$ cat src/rtl/fifo_push_arb_if.sv
// Push-side bundle between NUM_REQ requesters, the arbiter and the FIFO push port.
// slave = arbiter view, master = requester/FIFO-side view.
interface fifo_push_arb_if #(
    parameter int NUM_REQ = 4,
    parameter int DATA_W  = 16
);
    localparam int OW = $clog2(NUM_REQ);

    logic [NUM_REQ-1:0]        req_i;
    logic [NUM_REQ*DATA_W-1:0] req_data_i;
    logic [NUM_REQ-1:0]        req_last_i;
    logic                      fifo_full_i;
    logic [NUM_REQ-1:0]        gnt_o;
    logic                      push_o;
    logic [DATA_W-1:0]         push_data_o;
    logic [OW-1:0]             owner_o;
    logic                      busy_o;

    modport slave (
        input  req_i, req_data_i, req_last_i, fifo_full_i,
        output gnt_o, push_o, push_data_o, owner_o, busy_o
    );

    modport master (
        output req_i, req_data_i, req_last_i, fifo_full_i,
        input  gnt_o, push_o, push_data_o, owner_o, busy_o
    );
endinterface

$ cat src/rtl/fifo_push_arb.sv
// Burst-locked round-robin arbiter sharing one FIFO push port among NUM_REQ requesters.
// Optional FIFO_PUSH_ARB_STATS_EN adds a saturating stall-cycle counter (stall_clr_i/stall_cnt_o).
module fifo_push_arb #(
    parameter int NUM_REQ   = 4,
    parameter int DATA_W    = 16,
    parameter int MAX_BURST = 4
) (
    input  logic               clk,
    input  logic               reset_n,
    fifo_push_arb_if.slave     bus
`ifdef FIFO_PUSH_ARB_STATS_EN
    ,
    input  logic               stall_clr_i,
    output logic [15:0]        stall_cnt_o
`endif
);
    localparam int          OW = $clog2(NUM_REQ);
    localparam int          CW = $clog2(MAX_BURST + 1);
    localparam int unsigned NR = NUM_REQ;
    localparam int unsigned DW = DATA_W;

    typedef enum logic {IDLE, GRANT} state_t;

    state_t              r_state;
    state_t              w_state_nxt;
    logic [OW-1:0]       r_owner;
    logic [OW-1:0]       r_last;
    logic [CW-1:0]       r_cnt;
    logic [NUM_REQ-1:0]  r_gnt;

    logic                w_busy;
    logic                w_own_req;
    logic                w_beat;
    logic                w_release;
    logic [CW-1:0]       w_cnt_inc;
    logic [OW-1:0]       w_pick;
    logic [OW-1:0]       w_idx;
    logic                w_found;
    logic [DATA_W-1:0]   w_sel_data;

    // Round-robin search starting just after the last owner, wrapping around.
    always_comb begin
        w_pick  = '0;
        w_idx   = '0;
        w_found = 1'b0;
        for (int unsigned i = 1; i <= NR; i++) begin
            w_idx = OW'((32'(r_last) + i) % NR);
            if (!w_found && bus.req_i[w_idx]) begin
                w_pick  = w_idx;
                w_found = 1'b1;
            end
        end
    end

    always_comb begin
        w_sel_data = '0;
        for (int unsigned k = 0; k < NR; k++) begin
            if (r_owner == OW'(k)) w_sel_data = bus.req_data_i[k*DW +: DW];
        end
    end

    always_comb begin
        w_busy    = (r_state == GRANT);
        w_own_req = bus.req_i[r_owner];
        w_beat    = w_busy & w_own_req & ~bus.fifo_full_i;
        w_cnt_inc = r_cnt + CW'(1);
        // last is only honoured on a transferred beat; a dropped request releases without pushing
        w_release = w_busy & (~w_own_req |
                    (w_beat & (bus.req_last_i[r_owner] | (w_cnt_inc == CW'(MAX_BURST)))));
    end

    always_ff @(posedge clk or negedge reset_n) begin
        if (!reset_n) r_state <= IDLE;
        else          r_state <= w_state_nxt;
    end

    always_comb begin
        w_state_nxt = r_state;
        case (r_state)
            IDLE:  if (|bus.req_i) w_state_nxt = GRANT;
            GRANT: if (w_release)  w_state_nxt = IDLE;
        endcase
    end

    always_comb begin
        bus.gnt_o       = r_gnt;
        bus.busy_o      = w_busy;
        bus.owner_o     = r_owner;
        bus.push_o      = w_beat;
        bus.push_data_o = w_busy ? w_sel_data : '0;
    end

    always_ff @(posedge clk or negedge reset_n) begin
        if (!reset_n) begin
            r_owner <= '0;
            r_last  <= OW'(NUM_REQ - 1);
            r_cnt   <= '0;
            r_gnt   <= '0;
        end else if (r_state == IDLE) begin
            if (|bus.req_i) begin
                r_owner <= w_pick;
                r_cnt   <= '0;
                r_gnt   <= NUM_REQ'(1) << w_pick;
            end
        end else begin
            if (w_beat) r_cnt <= w_cnt_inc;
            if (w_release) begin
                r_last <= r_owner;
                r_gnt  <= '0;
            end
        end
    end

`ifdef FIFO_PUSH_ARB_STATS_EN
    logic [15:0] r_stall_cnt;

    always_ff @(posedge clk or negedge reset_n) begin
        if (!reset_n)
            r_stall_cnt <= '0;
        else if (stall_clr_i)
            r_stall_cnt <= '0;
        else if (w_busy && w_own_req && bus.fifo_full_i && (r_stall_cnt != '1))
            r_stall_cnt <= r_stall_cnt + 16'd1;
    end

    assign stall_cnt_o = r_stall_cnt;
`endif
endmodule

$ cat src/flat_wrapper.sv
// flat-port wrapper written by rule: the top's interface ports become plain ports
module fifo_push_arb_flat 
#(
    parameter int NUM_REQ   = 4,
    parameter int DATA_W    = 16,
    parameter int MAX_BURST = 4
)
  (clk, reset_n, bus_req_i, bus_req_data_i, bus_req_last_i, bus_fifo_full_i, bus_gnt_o, bus_push_o, bus_push_data_o, bus_owner_o, bus_busy_o);
  fifo_push_arb_if #(.NUM_REQ(NUM_REQ), .DATA_W(DATA_W)) bus_i ();
  input  logic clk;
  input  logic reset_n;
  input wire logic [$bits(bus_i.req_i)-1:0] bus_req_i;
  input wire logic [$bits(bus_i.req_data_i)-1:0] bus_req_data_i;
  input wire logic [$bits(bus_i.req_last_i)-1:0] bus_req_last_i;
  input wire logic [$bits(bus_i.fifo_full_i)-1:0] bus_fifo_full_i;
  output wire logic [$bits(bus_i.gnt_o)-1:0] bus_gnt_o;
  output wire logic [$bits(bus_i.push_o)-1:0] bus_push_o;
  output wire logic [$bits(bus_i.push_data_o)-1:0] bus_push_data_o;
  output wire logic [$bits(bus_i.owner_o)-1:0] bus_owner_o;
  output wire logic [$bits(bus_i.busy_o)-1:0] bus_busy_o;
  assign bus_i.req_i = bus_req_i;
  assign bus_i.req_data_i = bus_req_data_i;
  assign bus_i.req_last_i = bus_req_last_i;
  assign bus_i.fifo_full_i = bus_fifo_full_i;
  assign bus_gnt_o = bus_i.gnt_o;
  assign bus_push_o = bus_i.push_o;
  assign bus_push_data_o = bus_i.push_data_o;
  assign bus_owner_o = bus_i.owner_o;
  assign bus_busy_o = bus_i.busy_o;
  fifo_push_arb #(.NUM_REQ(NUM_REQ), .DATA_W(DATA_W), .MAX_BURST(MAX_BURST)) u_core (.clk(clk), .reset_n(reset_n), .bus(bus_i));
endmodule
$ cat config.mk
export PLATFORM = sky130hd
export DESIGN_NAME = fifo_push_arb_flat
export DESIGN_NICKNAME = d
export VERILOG_FILES = /design/src/rtl/fifo_push_arb_if.sv /design/src/rtl/fifo_push_arb.sv /design/src/flat_wrapper.sv
export SDC_FILE = /design/constraint.sdc
export NUM_CORES = 1
export LEC_CHECK = 0
export BUFFER_PORTS_ARGS = -buffer_cell sky130_fd_sc_hd__buf_2
export CAP_MARGIN = 20
export CORE_UTILIZATION = 35
export DETAILED_ROUTE_END_ITERATION = 8
export PLACE_DENSITY = 0.86
export SYNTH_ARGS = -nofsm -noshare
export SYNTH_HDL_FRONTEND = slang
export SYNTH_SLANG_ARGS = --single-unit
export TNS_END_PERCENT = 5
$ cat constraint.sdc
create_clock -name clk -period 1.81 [get_ports clk]
set_input_delay 0.362 -clock clk [delete_from_list [all_inputs] [get_ports clk]]
set_output_delay 0.362 -clock clk [all_outputs]
set_load 0.01 [all_outputs]
======== Yosys cells after proc, flatten, opt, wreduce, memory -nomap -nowiden ========
Index checks and enable logic that the tools add are counted.
storage, ports and cells
  register bits ........................... 12
  bits of input ports ..................... 75
  output and inout port bits .............. 24
  logic and storage cells ................. 77
cells by class
  add/subtract/negate cells ............... 5
  order comparisons ....................... 5
  equal/unequal tests ..................... 6
  shift-type cells ........................ 1
  muxes and demuxes ....................... 33
  bitwise gates (word level) .............. 9
  reductions and logical operators ........ 13
operators by type and width
  operator             count
  $mux 16              5
  $lt 2x3->1 const B   5
  $bmux 1 s2           6
  $mux 4               3
  $mux 1               11
  $mux 3               3
  $mux 2               4
  $reduce_and 2->1     4
  $add 2x1->2 const B  2
  $add 2x2->2 const B  2
  $and 1x1->1          4
  $eq 2x2->1 const B   2
  $ne 2x2->1 const B   2
  $reduce_or 4->1      1
  $shl 1x2->4 const A  1
  $add 3x1->3 const B  1
  $eq 3x3->1 const B   1
  $logic_and 1x1->1    3
  $logic_not 1->1      3
  $not 1->1            3
  $eq 2x1->1 const B   1
  $logic_not 2->1      1
  $or 1x1->1           2
  $pmux 1 s2           1
  $reduce_bool 2->1    1

======== Depth between registers and ports, before layout ========
  word-level depth ........................ 16
  depth in mapped cells ................... 5
  depth with buffers taken out ............ 5

======== Worst setup path before layout ========
Ideal clock, no wire load.
  path kind ............................... reg2out
  from .................................... reg u_core.r_owner[0] (netlist: u_core.bus.owner_o[0])
  to ...................................... out bus_push_data_o[1]
  data arrival time ....................... 1.546 ns
  data required time ...................... 1.448 ns
  path slack .............................. -0.098 ns
  cell stages (with the launch flop) ...... 5
  buffers on the path ..................... 2
  path through ............................ dfrtp_1 buf_4 buf_4 mux4_2 and2_1
on the way
  cells in the longest elaborated chain, start to end .. 6
  elaborated cells on any way between the ends .. 9
  classes of those cells .................. 3 x eq/ne; 5 x mux; 1 x reduce/logical
ends and longest elaborated chain
  element                 line                  text
  from (decl)             fifo_push_arb.sv:26   logic [OW-1:0] r_owner;
  from (signal assigned)  fifo_push_arb.sv:101  r_owner <= w_pick;
  $logic_not 2->1         fifo_push_arb.sv:58   if (r_owner == OW'(k)) w_sel_data = bus.req_data_i[k*DW +: DW];
  $mux 16 (3 in series)   fifo_push_arb.sv:58
  $mux 16 *               fifo_push_arb.sv:58
  $mux 16 *               fifo_push_arb.sv:90   bus.push_data_o = w_busy ? w_sel_data : '0;
  to (decl)               flat_wrapper.sv:18    output wire logic [$bits(bus_i.push_data_o)-1:0] bus_push_data_o;
Mark *: on every way between the ends. The rest lies on a longest branch, timed or not.

======== Final worst setup path ========
  from .................................... reg u_core.r_owner[0] (netlist: u_core.bus.owner_o[0])
  to ...................................... out bus_push_data_o[14]
The elaborated chain is that of the path after synthesis.

==> results.txt <==
- The run finished, with violations left.
* Violations in the final reports: negative setup slack
- Highest metal used: met4
- Number of library cell types mapped by synthesis: 33
- Area share of the leading cell type in the synthesized netlist: 0.3158
- First-pass GRT wire length: 5.050 mm
- Antenna violation net count after detailed routing: 0
- For this run, the leading register cell type out of synthesis is dfrtp_1.
- During I/O placement, the number of pins put on the boundary was 99.
* Wire length on met1: 1.365 mm
- Total power: 2.905 mW
- The share of the Yosys chip area taken by registers is 0.2497.
- The detailed router finished its first iteration with 121 violations.
- Crit Path Class: flip-flop to primary output
- The finished layout holds 260 standard cells, fillers aside.
- Post-detail-place hpwl: 2.823 mm
* I/O Buffers: 98
- For this design, the sink count on the clock tree is 12.
- Across the run, the number of max-cap violations was 0.
- The die is 60.86 um tall.
- Sequential cell area in the final layout: 305.3 um2
- The number of cells on the worst reg-to-reg path is 6.
- Root Buffer Master: clkbuf_4
- Number of warnings printed during yosys synthesis: 0
- Share of cells above drive strength 1: 0.6822
- For this run, the slowest stage of the critical path takes 0.52 ns.
* Worst setup slack after layout: -0.2569 ns
* Async set-or-reset flop fraction in the synthesized netlist: 1.000
- Setup repair after global routing could not meet its margin everywhere.
- Average instance area after synthesis: 11.12 um2
* Worst EP required: 1.45 ns
* Met2 WL: 2.165 mm
* Slowest cell on crit path: mux4_2
* Worst reg-to-reg setup slack: -0.09 ns
- The min-delay analysis places its worst path in the category input port to asynchronous set/reset pin.
* Shortest period the worst path allows: 2.067 ns
- Reg-to-reg critical path startpoint: u_core.bus.owner_o[0]$_DFFE_PN0P_
- After floorplanning, the core was divided into 21 placement rows.
- The via count of the first global-routing pass was 1243.
- STA classifies the critical path endpoint as a primary output.
- For the pin with the worst max-slew slack, the measured transition is 0.5985 ns.
* Timing-limited maximum frequency: 483.8 MHz
- Effective utilization at floorplan: 0.3633
- The die is 60.86 um wide.
- Synthesized flop and latch total: 12
* Mapped cell area: 1212 um2
- Cells after DPL: 253
- Total congestion overflow: 0
- Met3 wire length: 252 um
- In this run the number of H-tree levels came out at 1.
- Maximum buffer depth of the clock tree: 2
* Sum of negative setup slack: -3.979 ns
- The worst setup path is launched from a flip-flop.
- Ranked by total cell area, the synthesized netlist is headed by mux4_2 32%, dfrtp_1 21%, and2_1 8.8%.
- The endpoint identified for the worst register-to-register timing path is u_core.bus.gnt_o[3]$_DFFE_PN0P_.
- Between clock sinks in the finished design, the worst skew comes to 0.01012 ns.
- The first detailed-routing pass took 4 iterations.
- Worst vdd rail ir drop: 430.8 uV
* Area of the multi-input gates: 865.8 um2
- Area overhead of the layout relative to synthesis: 58.51%
- Crit path launch: u_core.bus.owner_o[0]$_DFFE_PN0P_
- Counting flops with a built-in enable in the synthesized netlist gives 0.
- Clock-pin slew was measured on the worst setup and hold paths at 0.08 ns.
* Kind of cell adding the most delay to the critical path: multiplexers
* Core Footprint: 3337 um2
* Total routing usage reported by global routing: 0.1866
- Clock tree synthesis inserted a total of 3 buffers.
- Hold slack final: 0.5028 ns
* Pin count of the biggest net entering global routing: 23
- Clk Latency, worst-skew pair: 0.28 ns
- The number of buffers and inverters on the critical path is 2.
- TritonCTS built the clock tree.
- Gp weighted congestion: 0.8044
- The critical path ends at bus_push_data_o[14].
- Pins Over Slew Limit: 0
- Headroom to the max-slew limit: 0.6010
- Sequence of cells on the critical path: buf_12 > mux4_2 > and2_4 > buf_6
- Critical-path maximum fanout: 8
- At the end of the flow, the number of nets in the layout was 292.
* Remaining DRCs: 0
- Cell area power density: 1511 nW/um2
- Counting buffers and inverters, the worst setup path is 4 cells deep.
* Lkg Pwr: 0.9933 nW
* Ant. Diodes: 0
* Net Count, Synth: 186
- Critical Path AT: 1.70 ns
- Die outline area: 3703 um2
* Filler cells: 264
- Cell taking the most area after synthesis: mux4_2
- Counting every instance in the synthesized netlist gives 109.
- Wire per inst: 15.13 um
- Initial antenna violation count: 0
- Setup violations remaining at the end of the flow were counted as 23.
* Core Util, Final: 0.5759
* Vias after detailed routing: 1358
- The final-report hold violation count came to 0.
- Wire length reported by the detailed router: 3.933 mm
- Of the available clock period, the critical path in the final layout requires 1.142.
* Via density per instance: 5.223
* Most frequent cells after synthesis: 17 x and2_1, 17 x mux4_2, 10 x dfrtp_1
==> final cells by class <==
| class | count | area share |
|---|---|---|
| multi-input cells | 84 | 0.4505 |
| repair buffers | 107 | 0.3281 |
| flip-flops and latches | 12 | 0.1589 |
| well taps | 46 | 0.02995 |
| clock buffers | 4 | 0.01888 |
| inverters | 7 | 0.01367 |
==> sequential cells by signal, indices dropped and copies added (netlist names) <==
signal	count
u_core.r_cnt	3
u_core.r_last	2
u_core.bus.owner_o	2
u_core.bus.gnt_o	4
u_core.bus.busy_o	1
==> metal layers <==
metal | vias to the layer above | GRT usage
met5 | - | 0
met4 | 0 | 0.1234
met3 | 15 | 0.03198
met2 | 76 | 0.3799
met1 | 646 | 0.1625
li1 | 621 | -
==> logic make-up after synthesis <==
| family | share of synthesized area |
|---|---|
| XOR/XNOR | 0.007225 |
| AO/OA/AOI/OAI | 0.1187 |
| AND/OR/NAND/NOR | 0.1796 |
| multiplexers | 0.3756 |
| adder cells (fa/ha/maj) | 0.02064 |
| buffers and inverters | 0.04851 |
| flip-flops | 0.2497 |
==> worst min-delay path by stage <==
stage | slack [ns] | endpoint | cells after the start
detailed placement | 0.25 | u_core.bus.gnt_o[2]$_DFFE_PN0P_ | 1
floorplan | 0.07 | u_core.bus.busy_o$_DFF_PN0_ | 0
finish | 0.50 | u_core.bus.busy_o$_DFF_PN0_ | 2
global placement | 0.25 | u_core.bus.gnt_o[2]$_DFFE_PN0P_ | 1
global route | 0.53 | u_core.bus.busy_o$_DFF_PN0_ | 2
CTS | 0.49 | u_core.bus.busy_o$_DFF_PN0_ | 2
==> metrics by stage <==
step	instance area [um2]	setup slack [ns]
2_1_floorplan	1224	0.001425
3_3_place_gp	1785	0.03225
3_5_place_dp	1785	0.02827
4_1_cts	1887	-0.2322
5_1_grt	1922	-0.3076
6_report	1922	-0.2569
==> cells in the final DEF, fill, tap and decap left out, drive strengths merged, types with 2 or more instances in the layout <==
| cell | n |
|---|---|
| nor2b | 2 |
| nand3b | 2 |
| nor2 | 3 |
| nand2 | 7 |
| inv | 7 |
| dfrtp | 10 |
| mux2i | 2 |
| a22oi | 2 |
| nand2b | 3 |
| o22ai | 4 |
| nand3 | 2 |
| o21ai | 4 |
| buf | 106 |
| and2 | 17 |
| clkbuf | 4 |
| a31o | 2 |
| ha | 2 |
| mux4 | 17 |
| mux2 | 4 |
| dfstp | 2 |
| a21o | 3 |
==> repair_timing <==
item | in CTS | in global routing
pin swaps | 4 | 1
endpoints found under the setup margin | 17 | 24
buffers inserted | 1 | 0
hold endpoints to repair | 10 | 0
gates cloned | 1 | 0
hold buffers | 1 | 0
resized for setup | 7 | 9
==> where the power goes <==
group / leakage [nW] / total (mW) / switching (mW) / internal (mW)
combinational: 0.824 / 2.10 / 0.863 / 1.24
clock: 0.0210 / 0.211 / 0.0883 / 0.123
sequential: 0.148 / 0.593 / 0.183 / 0.410
total: 0.993 / 2.90 / 1.13 / 1.77
==> worst register-to-register path, cell delays in order (launching register included) <==
cell and delay, ns:
dfrtp_2 0.45, buf_4 0.13, buf_4 0.13, mux2_2 0.35, a222oi_1 0.43, a22oi_2 0.15, o22ai_1 0.18
(Power assumes the default switching activity.)
